<file path="config.mk">
export PLATFORM = sky130hd
export DESIGN_NAME = seg7_display_sched
export DESIGN_NICKNAME = d
export VERILOG_FILES = /design/src/rtl/seg7_display_sched.sv
export SDC_FILE = /design/constraint.sdc
export NUM_CORES = 1
export LEC_CHECK = 0
export ABC_AREA = 1
export ABC_CLOCK_PERIOD_IN_PS = 2800
export BUFFER_PORTS_ARGS = -buffer_cell sky130_fd_sc_hd__buf_2
export CAP_MARGIN = 0
export CELL_PAD_IN_SITES_DETAIL_PLACEMENT = 0
export CELL_PAD_IN_SITES_GLOBAL_PLACEMENT = 1
export CORE_MARGIN = 2
export CORE_UTILIZATION = 45
export DETAILED_ROUTE_END_ITERATION = 16
export GPL_TIMING_DRIVEN = 0
export PLACE_DENSITY_LB_ADDON = 0.1
export SYNTH_ARGS = -nofsm -noshare
export SYNTH_HDL_FRONTEND = slang
export SYNTH_SLANG_ARGS = --single-unit
export TNS_END_PERCENT = 5
</file>
<file path="constraint.sdc">
create_clock -name clk -period 2.8 [get_ports clk]
set_input_delay 0.42 -clock clk [delete_from_list [all_inputs] [get_ports clk]]
set_output_delay 0.42 -clock clk [all_outputs]
set_load 0.01 [all_outputs]
</file>
<file path="src/rtl/seg7_display_sched.sv">
// Rotating three-source 16-bit binary to 5-digit BCD display scheduler (double dabble).
// Optional build macro SEG7_BLANK_LEADING_EN blanks leading zero digits with 4'hF.
module seg7_display_sched #(
    parameter int unsigned DWELL_CYCLES = 100_000_000
) (
    input  logic        clk,
    input  logic        resetn,
    input  logic [2:0]  src_valid,
    input  logic [47:0] src_value,
    input  logic        lock_en,
    input  logic [1:0]  lock_sel,
    output logic [31:0] disp_digits,
    output logic        disp_valid,
    output logic [1:0]  disp_src,
    output logic        busy
);

    localparam int unsigned CW = $clog2(DWELL_CYCLES + 1);
    localparam logic [CW-1:0] DWELL_RELOAD = CW'(DWELL_CYCLES - 1);

    typedef enum logic [1:0] {IDLE, LOAD, SHIFT, DONE} state_t;

    state_t         state_q, state_d;
    logic [47:0]    shadow_q;
    logic [2:0]     seen_q, pend_q, clr_pend;
    logic [1:0]     cur_q, cur_d, sel, cand, rot_idx, lock_idx;
    logic           rot_ok;
    logic [CW-1:0]  dwell_q, dwell_d;
    logic [35:0]    work_q, work_d;
    logic [3:0]     cnt_q, cnt_d;
    logic [31:0]    digits_q, digits_d;
    logic           dvalid_q, dvalid_d;
    logic [1:0]     dsrc_q, dsrc_d;

    function automatic logic [35:0] dabble_step(input logic [35:0] w);
        logic [19:0] bcd;
        bcd = w[35:16];
        for (int i = 0; i < 5; i++) begin
            if (bcd[4*i +: 4] >= 4'd5) bcd[4*i +: 4] = bcd[4*i +: 4] + 4'd3;
        end
        return {bcd[18:0], w[15:0], 1'b0};
    endfunction

    function automatic logic [31:0] format_digits(input logic [19:0] bcd);
        logic [31:0] r;
`ifdef SEG7_BLANK_LEADING_EN
        logic lead;
        r    = {12'hFFF, bcd};
        lead = 1'b1;
        // Digit 0 is never blanked so a zero value still shows "0".
        for (int i = 4; i >= 1; i--) begin
            if (lead && (bcd[4*i +: 4] == 4'd0)) r[4*i +: 4] = 4'hF;
            else lead = 1'b0;
        end
`else
        r = {12'h000, bcd};
`endif
        return r;
    endfunction

    always_comb begin
        state_d  = state_q;
        cur_d    = cur_q;
        dwell_d  = dwell_q;
        work_d   = work_q;
        cnt_d    = cnt_q;
        clr_pend = 3'b000;
        digits_d = digits_q;
        dvalid_d = 1'b0;
        dsrc_d   = dsrc_q;
        lock_idx = (lock_sel == 2'd3) ? 2'd0 : lock_sel;
        sel      = lock_en ? lock_idx : cur_q;
        cand     = cur_q;
        rot_ok   = 1'b0;
        rot_idx  = cur_q;
        // Walk offsets high to low so the nearest seen source in ascending order wins.
        for (int off = 2; off >= 1; off--) begin
            cand = 2'((32'(cur_q) + off) % 3);
            if (seen_q[cand]) begin
                rot_ok  = 1'b1;
                rot_idx = cand;
            end
        end

        case (state_q)
            IDLE: begin
                cur_d = sel;
                if (pend_q[sel]) begin
                    state_d = LOAD;
                    dwell_d = DWELL_RELOAD;
                end else if (dwell_q != '0) begin
                    dwell_d = dwell_q - CW'(1);
                end else if (!lock_en && rot_ok) begin
                    cur_d   = rot_idx;
                    state_d = LOAD;
                    dwell_d = DWELL_RELOAD;
                end else begin
                    dwell_d = DWELL_RELOAD;
                end
            end
            LOAD: begin
                work_d          = {20'd0, shadow_q[{cur_q, 4'b0000} +: 16]};
                clr_pend[cur_q] = 1'b1;
                cnt_d           = 4'd0;
                state_d         = SHIFT;
            end
            SHIFT: begin
                work_d = dabble_step(work_q);
                cnt_d  = cnt_q + 4'd1;
                if (cnt_q == 4'd15) begin
                    state_d  = DONE;
                    digits_d = format_digits(work_d[35:16]);
                    dvalid_d = 1'b1;
                    dsrc_d   = cur_q;
                end
            end
            DONE: state_d = IDLE;
            default: state_d = IDLE;
        endcase
    end

    always_ff @(posedge clk) begin
        if (!resetn) begin
            state_q  <= IDLE;
            shadow_q <= '0;
            seen_q   <= '0;
            pend_q   <= '0;
            cur_q    <= '0;
            dwell_q  <= '0;
            work_q   <= '0;
            cnt_q    <= '0;
            digits_q <= '0;
            dvalid_q <= 1'b0;
            dsrc_q   <= '0;
        end else begin
            state_q  <= state_d;
            cur_q    <= cur_d;
            dwell_q  <= dwell_d;
            work_q   <= work_d;
            cnt_q    <= cnt_d;
            digits_q <= digits_d;
            dvalid_q <= dvalid_d;
            dsrc_q   <= dsrc_d;
            seen_q   <= seen_q | src_valid;
            // A fresh strobe outranks the clear issued in LOAD.
            pend_q   <= (pend_q & ~clr_pend) | src_valid;
            for (int k = 0; k < 3; k++) begin
                if (src_valid[k]) shadow_q[16*k +: 16] <= src_value[16*k +: 16];
            end
        end
    end

    assign disp_digits = digits_q;
    assign disp_valid  = dvalid_q;
    assign disp_src    = dsrc_q;
    assign busy        = (state_q != IDLE);

endmodule

</file>
==> insert_results.sql, run 1 <==
INSERT INTO impl_metrics (metric_group, metric, value, unit) VALUES
('outcome', 'outcome', 'completed', ''),
('timing', 'final.min_clock_period', '2.36', 'ns'),
('yosys', 'synth-warning-count', '0', ''),
('setup_path', 'critical_path_required', '3.08', 'ns'),
('clocking', 'cts_tree', 'done', ''),
('clocking', 'cts_made_buffers', '17', ''),
('timing', 'timing_max_transition_violations_final', '0', ''),
('yosys', 'unique_cell_type_count_in_the_yosys_netlist', '36', ''),
('timing', 'final_cycle_share', '84.1', '%'),
('cells_and_area', 'antennaDiodeCount', '0', ''),
('yosys', 'xor_xnor_cell_area_share_of_the_yosys_netlist', '3.63', '%'),
('die', 'pin_count', '92', ''),
('grt', 'grt_start_max_net_pins', '17', ''),
('timing', 'finalClockSkew', '0.00853', 'ns'),
('setup_path', 'timing.critical_path.slowest_stage_cell', 'sky130_fd_sc_hd__buf_1', ''),
('yosys', 'syn_area', '7000', 'sq um'),
('placed_design', 'hpwlAfterDp', '12.9', 'mm'),
('timing', 'timing_worst_slew_pin_value', '0.632', 'ns'),
('cells_and_area', 'mostFrequentLayoutCells', '222 x sky130_fd_sc_hd__nor2_1, 148 x sky130_fd_sc_hd__dfxtp_1, 122 x sky130_fd_sc_hd__nand2_1', ''),
('die', 'floorplan.die_area', '16600', 'sq um'),
('yosys', 'synth-seq-area-share', '42.3', '%'),
('detailed_routing', 'routedWlPerCell', '13.7', 'microns'),
('flow_run', 'timing.max_cap.violations', '0', ''),
('cells_and_area', 'stdcell_count', '1274', ''),
('clocking', 'cts_root_buffer', 'sky130_fd_sc_hd__clkbuf_16', ''),
('clocking', 'cts_hold_buffers', '0', ''),
('yosys', 'yosys.area.top_type', 'sky130_fd_sc_hd__dfxtp_1', ''),
('die', 'die_height', '129', 'microns'),
('setup_path', 'worst_path_arrival_time', '2.64', 'ns'),
('clocking', 'ctsHtreeMaxLevel', '4', ''),
('yosys', 'yosys_register_bits', '148', ''),
('grt', 'global_route.overflow_total', '0', ''),
('timing', 'fin_setup_tns', '0', 'ns'),
('setup_path', 'worstPathMaxFanout', '11', ''),
('placed_design', 'dpl.cell_count', '1242', ''),
('yosys', 'post_synth_and_or_nand_nor_area_fraction', '24.3', '%'),
('cells_and_area', 'most_frequent_standard_cell_in_the_layout_excluding_fill_and_tap_cells', 'sky130_fd_sc_hd__nor2_1', ''),
('timing', 'final.hold.worst_slack', '0.215', 'ns'),
('hold_path', 'holdCritPathClass', 'in -> reg', ''),
('timing', 'slew-limit-headroom', '57.8', '%'),
('yosys', 'synth_area_per_inst', '7.26', 'sq um'),
('setup_path', 'critical-path-top-delay-family', 'buffers and inverters', ''),
('detailed_routing', 'dr.pass1.iters', '5', ''),
('grt', 'grt_pass1_wl', '28.1', 'mm'),
('die', 'total_number_of_placement_rows', '45', ''),
('die', 'floorplan.core_area', '15200', 'sq um'),
('clocking', 'post_cts.resized_instances', '0', ''),
('setup_path', 'crit_top_cell', 'sky130_fd_sc_hd__nand2_1', ''),
('clocking', 'cts_setup_buffers', '0', ''),
('grt', 'grtUsageTotal', '21.5', '%'),
('cells_and_area', 'nNetsFinal', '1149', ''),
('yosys', 'gate_count_of_the_mapped_netlist', '965', ''),
('setup_path', 'crit_chain', 'inv_2 -> buf_1 -> ha_1 -> inv_1 -> nand2_1 -> nand2_1 -> a21oi_1 -> nand2_1 -> nand2_1 -> nor2_1 -> nand3_1 -> nand3_1 -> a21oi_1', ''),
('clocking', 'maximum_buffer_depth_of_the_clock_tree', '2', ''),
('timing', 'setup-violations-final', '0', ''),
('die', 'die_width', '129', 'microns'),
('detailed_routing', 'post_drt_via_cell_ratio', '5.00', ''),
('clocking', 'path_clk_slew', '0.06', 'ns'),
('power', 'power_per_cell_area', '853', 'nW/um^2'),
('yosys', 'synth_top_area_share', '42.3', '%'),
('timing', 'setup_repair_after_global_routing_missed_its_margin', 'false', ''),
('cells_and_area', 'syn2layout_area_growth', '17.3', '%'),
('detailed_routing', 'first_iter_violations', '342', ''),
('detailed_routing', 'post-route-drc-count', '0', ''),
('power', 'static-leakage-power', '3.70', 'nW'),
('setup_path', 'path_class', 'reg -> reg', ''),
('yosys', 'post_synth_fa_ha_maj_area_fraction', '3.57', '%'),
('cells_and_area', 'final_layout_size_suffix_gt1_share', '15.6', '%'),
('grt', 'vias_in_the_first_global_route', '5765', ''),
('clocking', 'clock_sink_count', '148', ''),
('die', 'initial_utilization', '46.1', '%');
-- metal layers --
layer / wire, microns / GRT usage [%] / part of all wire [%] / vias up
li1: - / - / - / 3340
met1: 8020 / 27.5 / 46 / 2905
met2: 8590 / 36.7 / 49 / 105
met3: 601 / 4.78 / 3.4 / 23
met4: 252 / 6.01 / 1.4 / 0
met5: 0 / 0 / 0 / -
-- sequential cells by signal, indices dropped and copies added, names as in the netlist, 3 cells and up --
signal and count:
work_q 36, cnt_q 4, disp_digits 20, seen_q 3, dwell_q 27, pend_q 3
shadow_q 48
-- layout make-up --
class | instances | area (sq um)
clock buffer | 21 | 470
buffer | 54 | 265
timing repair buffer | 78 | 390
sequential | 148 | 2960
multi-input combinational | 685 | 3480
clock inverter | 11 | 77.6
fill | 1580 | 6980
tap | 188 | 235
inverter | 89 | 337
-- worst paths after layout --
check,from,endpoint,slack (ns),depth (start not counted)
max reg2reg,cur_q[0],cur_q[0],0.44,13
max,cur_q[0],cur_q[0],0.44,13
min reg2reg,pend_q[1],pend_q[1],0.47,2
min,src_value[42],shadow_q[42],0.22,3
-- metrics by stage --
stage                     cell area [sq um]  setup WS, ns  util (%)
after global placement                 7670         0.483      50.5
after CTS                              8220         0.452      54.1
after global routing                   8220         0.201      54.1
after floorplan                        7050         0.899         -
final                                  8220         0.445      54.1
after detailed placement               7670         0.471      50.5
-- worst min-delay path: cells and delay by family --
| family | cells | cell delay [ns] |
|---|---|---|
| buf+inv | 1 | 0.07 |
| simple gates | 2 | 0.11 |
-- kinds of logic (layout without fill, tap and decap cells) --
family	after synthesis	in the layout
fa+ha+maj	20	20
xor+xnor	29	29
compound gates	222	222
other cells	1	12
simple gates	402	402
flops	148	148
buf+inv	143	253
-- synthesized netlist by cell type --
cell type                  instances
sky130_fd_sc_hd__a21oi_1          63
sky130_fd_sc_hd__o21ai_0         110
sky130_fd_sc_hd__dfxtp_1         148
sky130_fd_sc_hd__nor3_2            4
sky130_fd_sc_hd__buf_4            13
sky130_fd_sc_hd__nor3_4            2
sky130_fd_sc_hd__xnor2_1           5
sky130_fd_sc_hd__nand3_1          22
sky130_fd_sc_hd__nand3_2           2
sky130_fd_sc_hd__nor2_2            6
sky130_fd_sc_hd__nor4_1            3
sky130_fd_sc_hd__inv_1            70
sky130_fd_sc_hd__o21ai_4           1
sky130_fd_sc_hd__o221ai_1         20
sky130_fd_sc_hd__clkinv_1          6
sky130_fd_sc_hd__nand2_1         122
sky130_fd_sc_hd__nand4_1           4
sky130_fd_sc_hd__xor2_1           24
sky130_fd_sc_hd__inv_2            12
sky130_fd_sc_hd__o211a_1           1
sky130_fd_sc_hd__inv_4             1
sky130_fd_sc_hd__buf_1             3
sky130_fd_sc_hd__nand3_4           2
sky130_fd_sc_hd__and2_1            2
sky130_fd_sc_hd__nor3_1            5
sky130_fd_sc_hd__o21ai_1           7
sky130_fd_sc_hd__ha_1             20
sky130_fd_sc_hd__nand2_4           3
sky130_fd_sc_hd__clkbuf_1         27
sky130_fd_sc_hd__o211ai_1          2
sky130_fd_sc_hd__a31oi_1          17
sky130_fd_sc_hd__conb_1            1
sky130_fd_sc_hd__a21o_1            1
sky130_fd_sc_hd__buf_2            11
sky130_fd_sc_hd__nand2_2           3
sky130_fd_sc_hd__nor2_1          222
-- where the power goes --
part           switching (W)  internal, W  total, W
Combinational        0.00150     0.000766   0.00226
Clock               0.000923      0.00120   0.00213
Sequential          0.000222      0.00239   0.00262
Total                0.00264      0.00437   0.00701
No activity file was read; power rests on OpenSTA's default activity.
==> run 2: changes to the inputs <==
--- a/config.mk
+++ b/config.mk
@@ -6,13 +6,13 @@
 export NUM_CORES = 1
 export LEC_CHECK = 0
 export ABC_AREA = 1
-export ABC_CLOCK_PERIOD_IN_PS = 2800
+export ABC_CLOCK_PERIOD_IN_PS = 2400
 export BUFFER_PORTS_ARGS = -buffer_cell sky130_fd_sc_hd__buf_2
 export CAP_MARGIN = 0
 export CELL_PAD_IN_SITES_DETAIL_PLACEMENT = 0
 export CELL_PAD_IN_SITES_GLOBAL_PLACEMENT = 1
 export CORE_MARGIN = 2
-export CORE_UTILIZATION = 45
+export CORE_UTILIZATION = 42
 export DETAILED_ROUTE_END_ITERATION = 16
 export GPL_TIMING_DRIVEN = 0
 export PLACE_DENSITY_LB_ADDON = 0.1
==> constraint.sdc (replaced) <==
create_clock -name clk -period 2.4 [get_ports clk]
set_input_delay 0.36 -clock clk [delete_from_list [all_inputs] [get_ports clk]]
set_output_delay 0.36 -clock clk [all_outputs]
set_load 0.01 [all_outputs]
==> insert_results.sql, run 2 (synthesis gave the netlist of run 1 again) <==
INSERT INTO impl_metrics (metric_group, metric, value, unit) VALUES
('detailed_routing', 'post_drt_via_cell_ratio', '4.85', ''),
('detailed_routing', 'first_iter_violations', '293', ''),
('placed_design', 'io_buffers', '78', ''),
('setup_path', 'startpoint_type', 'register', ''),
('grt', 'grt_pass1_wl', '29.1', 'mm'),
('detailed_routing', 'route.final.wire_length', '17.7', 'mm'),
('cells_and_area', 'most_frequent_standard_cell_in_the_layout_excluding_fill_and_tap_cells', 'sky130_fd_sc_hd__nor2_1', ''),
('timing', 'final_hold_violation_count', '0', ''),
('setup_path', 'setup.worst_path.end_class', 'register', ''),
('timing', 'setup-violations-final', '0', ''),
('setup_path', 'path_class', 'reg -> reg', ''),
('cells_and_area', 'reg_top3', 'shadow_q: 48 flops, work_q: 36 flops, dwell_q: 27 flops', ''),
('clocking', 'cts_made_buffers', '17', ''),
('timing', 'finalClockSkew', '0.00613', 'ns'),
('detailed_routing', 'post-route-drc-count', '0', ''),
('clocking', 'path_clk_slew', '0.06', 'ns'),
('timing', 'final.min_clock_period', '2.08', 'ns'),
('grt', 'grt_use_met2', '34.1', '%'),
('grt', 'vias_in_the_first_global_route', '5983', ''),
('grt', 'use_met3', '4.22', '%'),
('cells_and_area', 'flip_flop_count_of_the_largest_register_all_copies_and_words_added', '48', ''),
('clocking', 'maximum_buffer_depth_of_the_clock_tree', '2', ''),
('cells_and_area', 'antennaDiodeCount', '0', ''),
('timing', 'timing_worst_slew_pin_value', '0.647', 'ns'),
('setup_path', 'worstPathMaxFanout', '9', ''),
('detailed_routing', 'final_antenna_net_count', '0', ''),
('timing', 'slew-limit-headroom', '56.8', '%'),
('timing', 'final_cycle_share', '86.6', '%'),
('detailed_routing', 'dr.pass1.iters', '5', ''),
('flow_run', 'timing.max_cap.violations', '0', ''),
('placed_design', 'hpwlAfterDp', '13.1', 'mm'),
('power', 'static-leakage-power', '3.74', 'nW'),
('die', 'die_height', '133', 'microns'),
('cells_and_area', 'postLayoutCellArea', '8320', 'sq um'),
('grt', 'global_route.overflow_total', '0', ''),
('outcome', 'outcome', 'completed', ''),
('cells_and_area', 'nNetsFinal', '1148', ''),
('timing', 'max_clock_freq', '481', 'MHz'),
('cells_and_area', 'mostFrequentLayoutCells', '222 x sky130_fd_sc_hd__nor2_1, 148 x sky130_fd_sc_hd__dfxtp_1, 122 x sky130_fd_sc_hd__nand2_1', ''),
('detailed_routing', 'routedWlPerCell', '13.6', 'microns'),
('grt', 'gr-usage-met1', '26.8', '%'),
('clocking', 'clock_sink_count', '148', ''),
('die', 'floorplan.die_area', '17700', 'sq um'),
('placed_design', 'placement.cell_area', '7710', 'sq um'),
('placed_design', 'gp_routability_congestion', '0.787', ''),
('grt', 'grt_start_max_net_pins', '17', ''),
('cells_and_area', 'largest_register', 'shadow_q', ''),
('hold_path', 'holdCritPathClass', 'in -> reg', ''),
('timing', 'timing_max_transition_violations_final', '0', ''),
('grt', 'grtUsageTotal', '20.5', '%'),
('grt', 'antenna_found_initial', '0', ''),
('timing', 'fin_setup_tns', '0', 'ns'),
('clocking', 'clock_latency', '0.42', 'ns'),
('power', 'power_per_cell_area', '1020', 'nW/um^2'),
('clocking', 'ctsHtreeMaxLevel', '4', ''),
('power', 'max-vdd-ir-drop', '0.000603', 'V'),
('timing', 'setup_repair_after_global_routing_missed_its_margin', 'false', ''),
('cells_and_area', 'layout.core_utilization', '50.5', '%'),
('setup_path', 'critical_path_required', '2.71', 'ns'),
('clocking', 'cts_tree', 'done', ''),
('die', 'die_width', '133', 'microns'),
('die', 'initial_utilization', '42.5', '%'),
('die', 'total_number_of_placement_rows', '47', ''),
('die', 'floorplan.core_area', '16500', 'sq um'),
('clocking', 'cts_root_buffer', 'sky130_fd_sc_hd__clkbuf_16', ''),
('cells_and_area', 'syn2layout_area_growth', '18.8', '%'),
('cells_and_area', 'final_layout_size_suffix_gt1_share', '15.5', '%'),
('setup_path', 'worst_path_arrival_time', '2.39', 'ns'),
('grt', 'grt_busiest_layer', 'met2', ''),
('die', 'pin_count', '92', ''),
('detailed_routing', 'routed-via-count', '6321', '');
[run 2: changes by cell type in the layout (fill, tap and decap cells not counted)]
cell / previous run / this run
sky130_fd_sc_hd__clkinv_2: 4 / 6
sky130_fd_sc_hd__buf_1: 3 / 2
sky130_fd_sc_hd__clkinv_4: 2 / 0
sky130_fd_sc_hd__clkbuf_8: 3 / 2
sky130_fd_sc_hd__clkinvlp_4: 3 / 1
sky130_fd_sc_hd__inv_6: 2 / 0
sky130_fd_sc_hd__bufinv_16: 0 / 4
[run 2: final timing paths]
path	from	to	slack (ns)	cells after the start
worst max-delay path	cur_q[1]	state_q[1]	0.32	12
worst min-delay path	src_value[30]	shadow_q[30]	0.16	3
worst min register to register	pend_q[1]	pend_q[1]	0.46	2
worst max register to register	cur_q[1]	state_q[1]	0.32	12
[run 2: layer usage]
metal / vias up / wire [microns]
met4: 0 / 340
met1: 2846 / 8420
met2: 108 / 8390
met3: 26 / 539
li1: 3341 / -
met5: - / 0
[run 2: repair_timing]
| action | 4_1_cts | 5_1_grt |
|---|---|---|
| hold buffers | 0 | 0 |
| setup endpoints to repair | 0 | 4 |
| resized for setup | 0 | 0 |
| setup buffers | 0 | 0 |
[run 2: area by class of cell]
| type | count | area (sq um) |
|---|---|---|
| clock buffer | 20 | 457 |
| timing repair buffer | 78 | 390 |
| clock inverter | 11 | 158 |
| inverter | 89 | 337 |
| buffer | 53 | 262 |
| sequential | 148 | 2960 |
| tap | 220 | 275 |
| fill | 1737 | 8140 |
| multi-input combinational | 685 | 3480 |
[run 2: worst max-delay path, cell delays in order, from the launching register on]
cell and delay (ns):
sky130_fd_sc_hd__dfxtp_1 0.34, sky130_fd_sc_hd__buf_2 0.20, sky130_fd_sc_hd__inv_1 0.15, sky130_fd_sc_hd__ha_1 0.37, sky130_fd_sc_hd__inv_1 0.10, sky130_fd_sc_hd__nand2_1 0.08, sky130_fd_sc_hd__nand2_1 0.06, sky130_fd_sc_hd__a21oi_1 0.17
sky130_fd_sc_hd__nand2_1 0.09, sky130_fd_sc_hd__nand3_1 0.12, sky130_fd_sc_hd__nand2_1 0.10, sky130_fd_sc_hd__a21oi_1 0.13, sky130_fd_sc_hd__nor2_1 0.06
[run 2: through the flow]
step | hold slack (ns) | std cells | setup WS [ns] | total power (W)
global placement | 0.457 | 1274 | 0.0402 | 0.00575
global route | 0.155 | 1304 | 0.0180 | 0.00907
finish | 0.157 | 1304 | 0.321 | 0.00849
detailed placement | 0.455 | 1274 | 0.0592 | 0.00576
CTS | 0.146 | 1305 | 0.0401 | 0.00857
floorplan | 0.439 | 976 | 0.499 | 0.00505
[run 2: where the power goes]
part	leakage [nW]	internal [W]	switching (W)
registers	1.22	0.00279	0.000261
clock network	0.305	0.00178	0.00102
logic	2.22	0.000893	0.00174
total	3.74	0.00546	0.00302
==> run 3: changes to the inputs <==
--- a/config.mk
+++ b/config.mk
@@ -15,7 +15,7 @@
 export CORE_UTILIZATION = 42
 export DETAILED_ROUTE_END_ITERATION = 16
 export GPL_TIMING_DRIVEN = 0
-export PLACE_DENSITY_LB_ADDON = 0.1
+export PLACE_DENSITY = 0.85
 export SYNTH_ARGS = -nofsm -noshare
 export SYNTH_HDL_FRONTEND = slang
 export SYNTH_SLANG_ARGS = --single-unit
==> insert_results.sql, run 3 (synthesis gave the netlist of run 1 again) <==
INSERT INTO impl_metrics (metric_group, metric, value, unit) VALUES
('setup_path', 'critical_path.max_stage_delay', '0.33', 'ns'),
('clocking', 'ctsHtreeMaxLevel', '4', ''),
('grt', 'grt_start_max_net_pins', '17', ''),
('grt', 'global_route.overflow_total', '0', ''),
('timing', 'fin_setup_tns', '0', 'ns'),
('cells_and_area', 'syn2layout_area_growth', '18.3', '%'),
('setup_path', 'path_class', 'reg -> out', ''),
('cells_and_area', 'flip_flop_count_of_the_largest_register_all_copies_and_words_added', '48', ''),
('clocking', 'cts_setup_buffers', '0', ''),
('detailed_routing', 'route.final.wire_length', '17.3', 'mm'),
('clocking', 'post_cts.resized_instances', '0', ''),
('power', 'power.share.sequential', '36.8', '%'),
('timing', 'final.hold.worst_slack', '0.154', 'ns'),
('detailed_routing', 'post_drt_via_cell_ratio', '4.85', ''),
('die', 'die_width', '133', 'microns'),
('timing', 'max_clock_freq', '469', 'MHz'),
('cells_and_area', 'most_frequent_standard_cell_in_the_layout_excluding_fill_and_tap_cells', 'sky130_fd_sc_hd__nor2_1', ''),
('die', 'die_height', '133', 'microns'),
('timing', 'setup_repair_after_global_routing_missed_its_margin', 'false', ''),
('clocking', 'clock_sink_count', '148', ''),
('cells_and_area', 'largest_register', 'shadow_q', ''),
('setup_path', 'timing.critical_path.slowest_stage_cell', 'sky130_fd_sc_hd__clkinv_1', ''),
('cells_and_area', 'final_layout_size_suffix_gt1_share', '15.7', '%'),
('power', 'power_per_cell_area', '1000', 'nW/um^2'),
('power', 'max-vdd-ir-drop', '0.000537', 'V'),
('die', 'total_number_of_placement_rows', '47', ''),
('detailed_routing', 'final_antenna_net_count', '0', ''),
('grt', 'grt_pass1_wl', '29.1', 'mm'),
('clocking', 'cts_hold_buffers', '0', ''),
('cells_and_area', 'antennaDiodeCount', '0', ''),
('placed_design', 'hpwlAfterDp', '12.8', 'mm'),
('power', 'p_comb_share', '31.8', '%'),
('die', 'pin_count', '92', ''),
('grt', 'vias_in_the_first_global_route', '6067', ''),
('timing', 'final_cycle_share', '88.8', '%'),
('setup_path', 'crit_chain', 'inv_1 -> ha_1 -> buf_4 -> clkinv_1 -> buf_2', ''),
('timing', 'finalClockSkew', '0.00755', 'ns'),
('detailed_routing', 'first_iter_violations', '335', ''),
('power', 'pwr-share-clk', '31.4', '%'),
('power', 'power.switching_fraction', '37.7', '%'),
('die', 'floorplan.core_area', '16500', 'sq um'),
('hold_path', 'worstHoldPathCells', '3', ''),
('power', 'fin_total_pwr', '0.00829', 'W'),
('die', 'floorplan.die_area', '17700', 'sq um'),
('hold_path', 'holdCritPathClass', 'in -> reg', ''),
('detailed_routing', 'post-route-drc-count', '0', ''),
('clocking', 'cts_made_buffers', '17', ''),
('clocking', 'maximum_buffer_depth_of_the_clock_tree', '2', ''),
('setup_path', 'critical_path_required', '2.04', 'ns'),
('clocking', 'path_clk_slew', '0.07', 'ns'),
('timing', 'final_hold_violation_count', '0', ''),
('placed_design', 'io_buffers', '78', ''),
('grt', 'antenna_found_initial', '0', ''),
('flow_run', 'timing.max_cap.violations', '0', ''),
('detailed_routing', 'dr.pass1.iters', '5', ''),
('power', 'p_sw', '0.00312', 'W'),
('timing', 'slew-limit-headroom', '54.8', '%'),
('timing', 'final.min_clock_period', '2.13', 'ns'),
('clocking', 'clock_latency', '0.42', 'ns'),
('setup_path', 'worstPathMaxFanout', '8', ''),
('cells_and_area', 'reg_top3', 'shadow_q: 48 flops, work_q: 36 flops, dwell_q: 27 flops', ''),
('setup_path', 'worst_path_arrival_time', '1.77', 'ns'),
('power', 'p_int', '0.00517', 'W'),
('cells_and_area', 'mostFrequentLayoutCells', '222 x sky130_fd_sc_hd__nor2_1, 148 x sky130_fd_sc_hd__dfxtp_1, 122 x sky130_fd_sc_hd__nand2_1', ''),
('cells_and_area', 'nNetsFinal', '1148', ''),
('detailed_routing', 'routed-via-count', '6334', ''),
('outcome', 'outcome', 'completed', ''),
('clocking', 'cts_root_buffer', 'sky130_fd_sc_hd__clkbuf_16', ''),
('setup_path', 'r2r.worst_path.cells', '7', ''),
('clocking', 'cts_tree', 'done', ''),
('timing', 'timing_worst_slew_pin_value', '0.677', 'ns'),
('placed_design', 'gp_routability_congestion', '0.838', ''),
('setup_path', 'startpoint_type', 'register', ''),
('setup_path', 'setup.worst_path.end_class', 'output pin', ''),
('cells_and_area', 'num-fill-cells', '1734', ''),
('timing', 'timing_max_transition_violations_final', '0', ''),
('detailed_routing', 'routedWlPerCell', '13.2', 'microns'),
('die', 'initial_utilization', '42.5', '%'),
('grt', 'grtUsageTotal', '20.4', '%'),
('timing', 'setup-violations-final', '0', ''),
('power', 'static-leakage-power', '3.71', 'nW');
-- run 3: cell types whose count changed in the layout (fill, tap and decap cells not counted) --
cell / previous run / this run
sky130_fd_sc_hd__bufinv_16: 4 / 1
sky130_fd_sc_hd__clkbuf_1: 28 / 27
sky130_fd_sc_hd__clkbuf_8: 2 / 1
sky130_fd_sc_hd__clkinv_2: 6 / 1
sky130_fd_sc_hd__clkinv_4: 0 / 1
sky130_fd_sc_hd__clkinvlp_4: 1 / 3
sky130_fd_sc_hd__inv_6: 0 / 7
sky130_fd_sc_hd__inv_8: 0 / 1
-- run 3: final timing paths --
check / slack, ns / start / endpoint
max: 0.27 / state_q[0] / busy
min: 0.15 / src_value[45] / shadow_q[45]
max reg2reg: 0.29 / state_q[1] / work_q[8]
min reg2reg: 0.46 / pend_q[0] / pend_q[0]
-- run 3: critical path: cells and delay by family, from the launching register on --
kind	cells	cell delay, ns
fa+ha+maj	1	0.16
buf+inv	4	0.88
flops	1	0.32
-- run 3: stage by stage --
| stage | area, sq um | util, % | setup slack [ns] | std cells |
|---|---|---|---|---|
| 2_1_floorplan | 7050 | - | 0.499 | 976 |
| 3_3_place_gp | 7710 | 46.8 | 0.101 | 1274 |
| 3_5_place_dp | 7710 | 46.8 | 0.145 | 1274 |
| 4_1_cts | 8290 | 50.3 | 0.130 | 1306 |
| 5_1_grt | 8290 | 50.3 | 0.0290 | 1305 |
| 6_report | 8290 | 50.3 | 0.268 | 1305 |
-- run 3: layout make-up --
cell class	instances	area, sq um	area share [%]
multi-input combinational	685	3480	42.0
timing repair buffer	78	390	4.71
buffer	53	262	3.16
clock inverter	14	139	1.68
inverter	89	337	4.06
sequential	148	2960	35.8
clock buffer	18	439	5.30
tap	220	275	3.32
-- run 3: routing by layer --
layer / GRT usage (%) / vias to the layer above / wire length, microns
li1: - / 3347 / -
met1: 25.6 / 2847 / 7930
met2: 33.7 / 113 / 8180
met3: 5.48 / 27 / 697
met4: 7.62 / 0 / 471
met5: 0 / - / 0
-- run 3: power groups by stage --
stage	sequential [W]	clock (W)	combinational [W]
detailed placement	0.00310	0	0.00264
global route	0.00310	0.00278	0.00303
global placement	0.00310	0	0.00261
CTS	0.00305	0.00265	0.00266
finish	0.00305	0.00260	0.00264
floorplan	0.00304	0	0.00202
